===== src/rtl/reg_file.sv =====
// rtl/reg_file.sv - architectural register file with rename tags for a RoB-based core
//
// Holds 32 architectural registers with a busy bit and a RoB tag for each one.
// An issue renames rd to the RoB entry being allocated. A commit from the RoB
// head writes the value, and it frees the register only if that commit came
// from the newest producer. The two source read ports resolve operands in the
// same cycle from, in order: the register file, the committing result, or the
// RoB response.
//
// Ports:
//   clk, rst                 clock and synchronous active-low reset
//   rdy                      clock enable; low holds all state
//   clear                    misprediction flush; drops every pending rename
//   issue_valid/rd/rob_id    rename rd to a newly allocated RoB entry
//   commit_valid/rd/rob_id/value  architectural write from the RoB head
//   rs1, rs2                 source indices of the instruction being issued
//   get_rob_id1/2            producer tags sent to the RoB for lookup
//   get_ready1/2, get_value1/2  same-cycle RoB response for those tags
//   val1/2, dep1/2, tag1/2   resolved operand, pending flag, tag to wait on
module reg_file #(
  parameter int ROB_SIZE_WIDTH = 4
) (
  input  logic                      clk,
  input  logic                      rst,
  input  logic                      rdy,
  input  logic                      clear,
  input  logic                      issue_valid,
  input  logic [4:0]                issue_rd,
  input  logic [ROB_SIZE_WIDTH-1:0] issue_rob_id,
  input  logic                      commit_valid,
  input  logic [4:0]                commit_rd,
  input  logic [ROB_SIZE_WIDTH-1:0] commit_rob_id,
  input  logic [31:0]               commit_value,
  input  logic [4:0]                rs1,
  input  logic [4:0]                rs2,
  output logic [ROB_SIZE_WIDTH-1:0] get_rob_id1,
  output logic [ROB_SIZE_WIDTH-1:0] get_rob_id2,
  input  logic                      get_ready1,
  input  logic                      get_ready2,
  input  logic [31:0]               get_value1,
  input  logic [31:0]               get_value2,
  output logic [31:0]               val1,
  output logic [31:0]               val2,
  output logic                      dep1,
  output logic                      dep2,
  output logic [ROB_SIZE_WIDTH-1:0] tag1,
  output logic [ROB_SIZE_WIDTH-1:0] tag2
);

  logic [31:0]               regs    [32];
  logic [ROB_SIZE_WIDTH-1:0] rob_tag [32];
  logic [31:0]               busy;

  // Entry 0 is written only by reset, so x0 stays zero, never busy, tag 0.
  always_ff @(posedge clk) begin
    if (!rst) begin
      for (int i = 0; i < 32; i++) begin
        regs[i]    <= '0;
        rob_tag[i] <= '0;
      end
      busy <= '0;
    end else if (rdy) begin
      if (commit_valid && commit_rd != 5'd0) begin
        regs[commit_rd] <= commit_value;
        // An older producer's commit must not free a register that a
        // younger instruction has since renamed.
        if (rob_tag[commit_rd] == commit_rob_id)
          busy[commit_rd] <= 1'b0;
      end
      // The issue comes after the commit, so a rename in the same cycle
      // overrides the busy clear for the same rd.
      if (clear) begin
        busy <= '0;
      end else if (issue_valid && issue_rd != 5'd0) begin
        busy[issue_rd]    <= 1'b1;
        rob_tag[issue_rd] <= issue_rob_id;
      end
    end
  end

  // The read ports see only the registered state, so an instruction whose rd
  // equals its own source picks up the older producer and not itself.
  logic [4:0]                rs_p    [2];
  logic                      ready_p [2];
  logic [31:0]               value_p [2];
  logic [31:0]               val_p   [2];
  logic                      dep_p   [2];
  logic [ROB_SIZE_WIDTH-1:0] tag_p   [2];
  logic [ROB_SIZE_WIDTH-1:0] get_p   [2];

  assign rs_p[0]    = rs1;
  assign rs_p[1]    = rs2;
  assign ready_p[0] = get_ready1;
  assign ready_p[1] = get_ready2;
  assign value_p[0] = get_value1;
  assign value_p[1] = get_value2;

  always_comb begin
    for (int p = 0; p < 2; p++) begin
      val_p[p] = '0;
      dep_p[p] = 1'b0;
      tag_p[p] = '0;
      get_p[p] = '0;
      if (rs_p[p] != 5'd0) begin
        get_p[p] = rob_tag[rs_p[p]];
        if (!busy[rs_p[p]]) begin
          val_p[p] = regs[rs_p[p]];
        end else if (commit_valid && commit_rd == rs_p[p] &&
                     commit_rob_id == rob_tag[rs_p[p]]) begin
          val_p[p] = commit_value;
        end else if (ready_p[p]) begin
          val_p[p] = value_p[p];
        end else begin
          dep_p[p] = 1'b1;
          tag_p[p] = rob_tag[rs_p[p]];
        end
      end
    end
  end

  assign val1        = val_p[0];
  assign val2        = val_p[1];
  assign dep1        = dep_p[0];
  assign dep2        = dep_p[1];
  assign tag1        = tag_p[0];
  assign tag2        = tag_p[1];
  assign get_rob_id1 = get_p[0];
  assign get_rob_id2 = get_p[1];

endmodule


===== config.mk =====
export PLATFORM = sky130hd
export DESIGN_NAME = reg_file
export DESIGN_NICKNAME = d
export VERILOG_FILES = /design/src/rtl/reg_file.sv
export SDC_FILE = /design/constraint.sdc
export NUM_CORES = 2
export LEC_CHECK = 0
export CAP_MARGIN = 30
export CORE_MARGIN = 3
export CORE_UTILIZATION = 35
export DETAILED_ROUTE_END_ITERATION = 8
export PLACE_DENSITY = 0.58
export SETUP_SLACK_MARGIN = 0.15
export SLEW_MARGIN = 5
export SYNTH_ARGS = -nofsm -noshare
export SYNTH_HDL_FRONTEND = slang
export SYNTH_SLANG_ARGS = --single-unit

===== constraint.sdc =====
create_clock -name clk -period 6.6 [get_ports clk]
set_clock_uncertainty 0.15 [all_clocks]
set_input_delay 1.65 -clock clk [delete_from_list [all_inputs] [get_ports clk]]
set_output_delay 1.65 -clock clk [all_outputs]
set_load 0.01 [all_outputs]

======== Word level (Yosys, flattened, before mapping) ========
Memories as Yosys holds them, arrays and structs flattened.
Cells that the tools add are included.
operators by class
  order comparisons ....................... 6
  eq/ne operators ......................... 5
  mux-type cells .......................... 56
  bitwise logic cells ..................... 3
  reductions and logical operators ........ 14
operators by type and width
  kind                  count
  $mux W32              15
  $mux W4               11
  $and A32 B32 Y32      1
  $not A32 Y32          1
  $or A32 B32 Y32       1
  $reduce_or A32 Y1     1
  $lt A5 B6 Y1 const B  4
  $mux W1               24
  $reduce_bool A5 Y1    4
  $eq A4 B4 Y1          3
  $bmux W1 S5           2
  $demux W1 S5          2
  $eq A5 B5 Y1          2
  $ge A5 B1 Y1 const B  2
  $mux W5               2
  $logic_and A1 B1 Y1   8
  $reduce_or A4 Y1      1
word-level totals
  bits in registers ....................... 32
  memory bits (writable) .................. 1152
  input bits .............................. 132
  output and inout port bits .............. 82
  logic and storage cells ................. 87
  memories kept ........................... 2
memory list
  name     words  width  rd ports  clocked after memory_dff  wr ports  line  text
  regs     32     32     2         0                         32        50    logic [31:0] regs [32];
  rob_tag  32     4      3         0                         32        51    logic [ROB_SIZE_WIDTH-1:0] rob_tag [32];

======== Depth between registers and ports, before layout ========
  depth in word-level cells ............... 13
  depth in mapped cells ................... 13
  gate-level depth less buffers ........... 7

======== Worst setup path after synthesis ========
No wires, ideal clock.
  kind .................................... input port to flip-flop
  start ................................... input commit_rd[0]
  end ..................................... memory regs[7][0], enable pin
  library setup time ...................... 466 ps
  arrival ................................. 5410 ps
  data required time ...................... 5984 ps
  path slack .............................. 574 ps
  cell stages on the path ................. 9
  buffers on the path ..................... 3
  cells stage by stage .................... buf_2 -> buf_1 -> nor2_1 -> nand2_1 -> nand2_1 -> nor2_1 -> nand3_1 -> clkbuf_1 -> o21ai_0
RTL lines
  element          line  text
  start, declared  31    input logic [4:0] commit_rd,
  end, declared    50

======== Worst setup path in the final report ========
  start ................................... input rs1[0]
  end ..................................... output val1[4]
on the way
  cells in the longest elaborated chain, start to end .. 6
  elaborated cells between the ends (all ways) .. 12
  those cells by class .................... eq/ne (2); mux (5); reduce/logical (3); memory (2)
ends and longest elaborated chain
  element                                                     line      text
  start, declared                                             34        input logic [4:0] rs1,
  $mem_v2 Z32 W4 / $eq A5 B5 Y1 (equally long branches)       -
  $eq A4 B4 Y1 / $logic_and A1 B1 Y1 (equally long branches)  109, 108
  $logic_and A1 B1 Y1                                         108       end else if (commit_valid && commit_rd == rs_p[p] &&
  $mux W32                                                    108
  $mux W32                                                    106       if (!busy[rs_p[p]]) begin
  $mux W32 (*)                                                104       if (rs_p[p] != 5'd0) begin
  end, declared                                               42        output logic [31:0] val1,
Mark *: on every way between the ends. The rest lies on a longest branch, timed or not. The select of a mux whose other input is x is not followed.

==> out/qor.yml <==
antenna_found_initial: 26
post-synth-top-count-cell: "edfxtp_1"
cp.required_ps: 4800
path_clk_slew_ps: 60
crit_arrival_ps: 4690
dp_hpwl_mm: 155
drt_wl_total_mm: 254
maxCapViolCount: 0
finalCriticalPeriod_ps: 6490
yosys-top-cells-count: "1152 x edfxtp_1, 1118 x and2_1, 752 x mux4_2"
grt_util_all_layers_pct: 25.6
p_total_mw: 19.4
yosys.area.top_type: "edfxtp_1"
drtPass1Iterations: 6
fill_cells: 16700
dr.first_iter.drc_count: 6227
numClockSinks: 1184
vdd_drop_max_mv: 0.225
holdBufCountCts: 0
grt_max_degree: 110
maxSlewViolCount: 0
max_freq_ghz: 0.154
wl_per_cell_microns: 34.8
syn_area_sq_um: 66500
io_buffers: 213
fin_util_pct: 42.5
ys_top_cells_by_area: "edfxtp_1 52%, mux4_2 25%, and2_1 11%"
async_flop_share_pct: 0
dieArea_sq_um: 195000
fp.dieH_microns: 442
r2r_start: "rob_tag[20][2]$_SDFFCE_PN0P_"
preCtsSetupSlack_ps: -389
core_area_sq_um: 188000
synth_ff_type: "edfxtp_1"
numCtsBuffers: 136
clk_path_buf_depth: 3
setup_viol: 0
rsz0062_at_grt: "yes"
synth_edf_count: 1152
synth_cell_type_count: 57
rows: 159
cts_root_buf: "clkbuf_16"
num-nets-final: 4832
fp.dieW_microns: 442
yosysWarnings: 0
synth_seq_area_share_pct: 52.9
initial_utilization_pct: 35.3
holdWs_ps: 322
min_path_type: "reg2reg"
clkLatencyLatePin_ps: 820
crit_type: "in2out"
drc: 0
vias: 44500
hp-start: "busy[0]$_SDFFE_PN0P_"
layout-drive-gt1-share_pct: 32.5
htree_levels: 4
path_max_fanout: 11
cts_tree: "yes"
gp_congestion: 0.945
synth_area_per_cell_sq_um: 15.2
grt_pass1_vias: 44700
critPathCaptureType: "output port"
synth-seq-cells: 1184
synth_top_area_share_pct: 52.0
gr-total-overflow: 0
vias_per_cell: 6.09
p_leak_nw: 27.0
worst_pin_slew_ps: 1050
grt_pass1_wl_mm: 352
status: "finished, final reports clean"
powerDensity_nw_per_um2: 242
area_growth_pct: 20.5
crit_start: "rs1[0]"
ios: 214
post-route-period-util_pct: 98.3
max-slew-margin-rel_pct: 30.1
start_kind: "input pin"
syn-instance-count: 4374
setup_ws_ps: 109
hold_viol: 0
postRouteAntennaNets: 0
[critical path: stages]
cell and delay (ps):
buf_16 130, buf_8 120, buf_4 100, mux4_2 510, o22ai_2 180, buf_4 150, nor4_2 40, buf_4 160
xnor2_4 180, nand3_4 80, or2_4 250, buf_12 150, bufbuf_16 280, buf_4 130, o311a_1 300, clkdlybuf4s15_1 240
[power by group]
| group | internal, mW | switching (mW) |
|---|---|---|
| logic | 1.40 | 1.57 |
| clock network | 4.25 | 3.32 |
| registers | 8.63 | 0.208 |
| total | 14.3 | 5.09 |
[flip-flops by register name, summed over array words and instances, names as in the netlist]
signal,flops
busy,32
rob_tag,128
regs,1024
[repair_timing]
action / in CTS / in global routing
setup buffers: 19 / 19
endpoints found under the setup margin: 74 / 63
pin swaps: 7 / 12
cloned: 12 / 2
gates resized for setup: 184 / 79
[cell type report]
type	instances	area, sq um	share of cell area (%)
flip-flops and latches	1184	35200	44.0
multi-input cells	2735	30400	37.9
repair buffers	638	7000	8.73
clock buffers	169	3570	4.45
well taps	2495	3120	3.89
clock inverters	74	815	1.02
diodes	12	30.0	0.0375
inverters	5	23.8	0.0297
[routing by layer]
layer	vias up	track usage (%)	part of all wire (%)
met1	23400	33.2	37
met3	564	5.21	9.9
li1	17800	-	-
met5	-	0	0
met4	0	11.6	4.9
met2	2774	41.5	48
[final timing paths]
kind                            depth (start not counted)  slack (ps)                    end
worst max register to register                          8        3870  busy[14]$_SDFFE_PN0P_
worst min-delay path                                    2         320   busy[0]$_SDFFE_PN0P_
worst max-delay path                                   16         110                val1[4]
worst min register to register                          2         320   busy[0]$_SDFFE_PN0P_
[through the flow]
stage | std cells | TNS [ps] | instance area (sq um)
after detailed placement | 7005 | -6680 | 74400
after global placement | 7004 | -5650 | 74400
after CTS | 7279 | 0 | 79700
after floorplan | 4409 | 0 | 66700
after global routing | 7302 | 0 | 80100
final | 7312 | 0 | 80200
[cells in the final DEF (no fill, tap or decap), drive strengths merged, types with 40 or more instances in the layout]
cell	count
a21oi	128
and2	1118
buf	436
clkbuf	176
clkdlybuf4s50	125
clkinv	53
dlygate4sd2	56
edfxtp	1152
mux2i	53
mux4	752
nand2	56
nand2b	40
nor2	79
o21ai	150
[logic make-up after synthesis]
| family | share of synthesized area, % |
|---|---|
| mux | 26.9 |
| compound gates | 3.94 |
| other cells | 0.00564 |
| flops | 52.9 |
| xor+xnor | 0.237 |
| simple gates | 12.9 |
| buf+inv | 3.15 |
No activity file was read; power rests on OpenSTA's default activity.
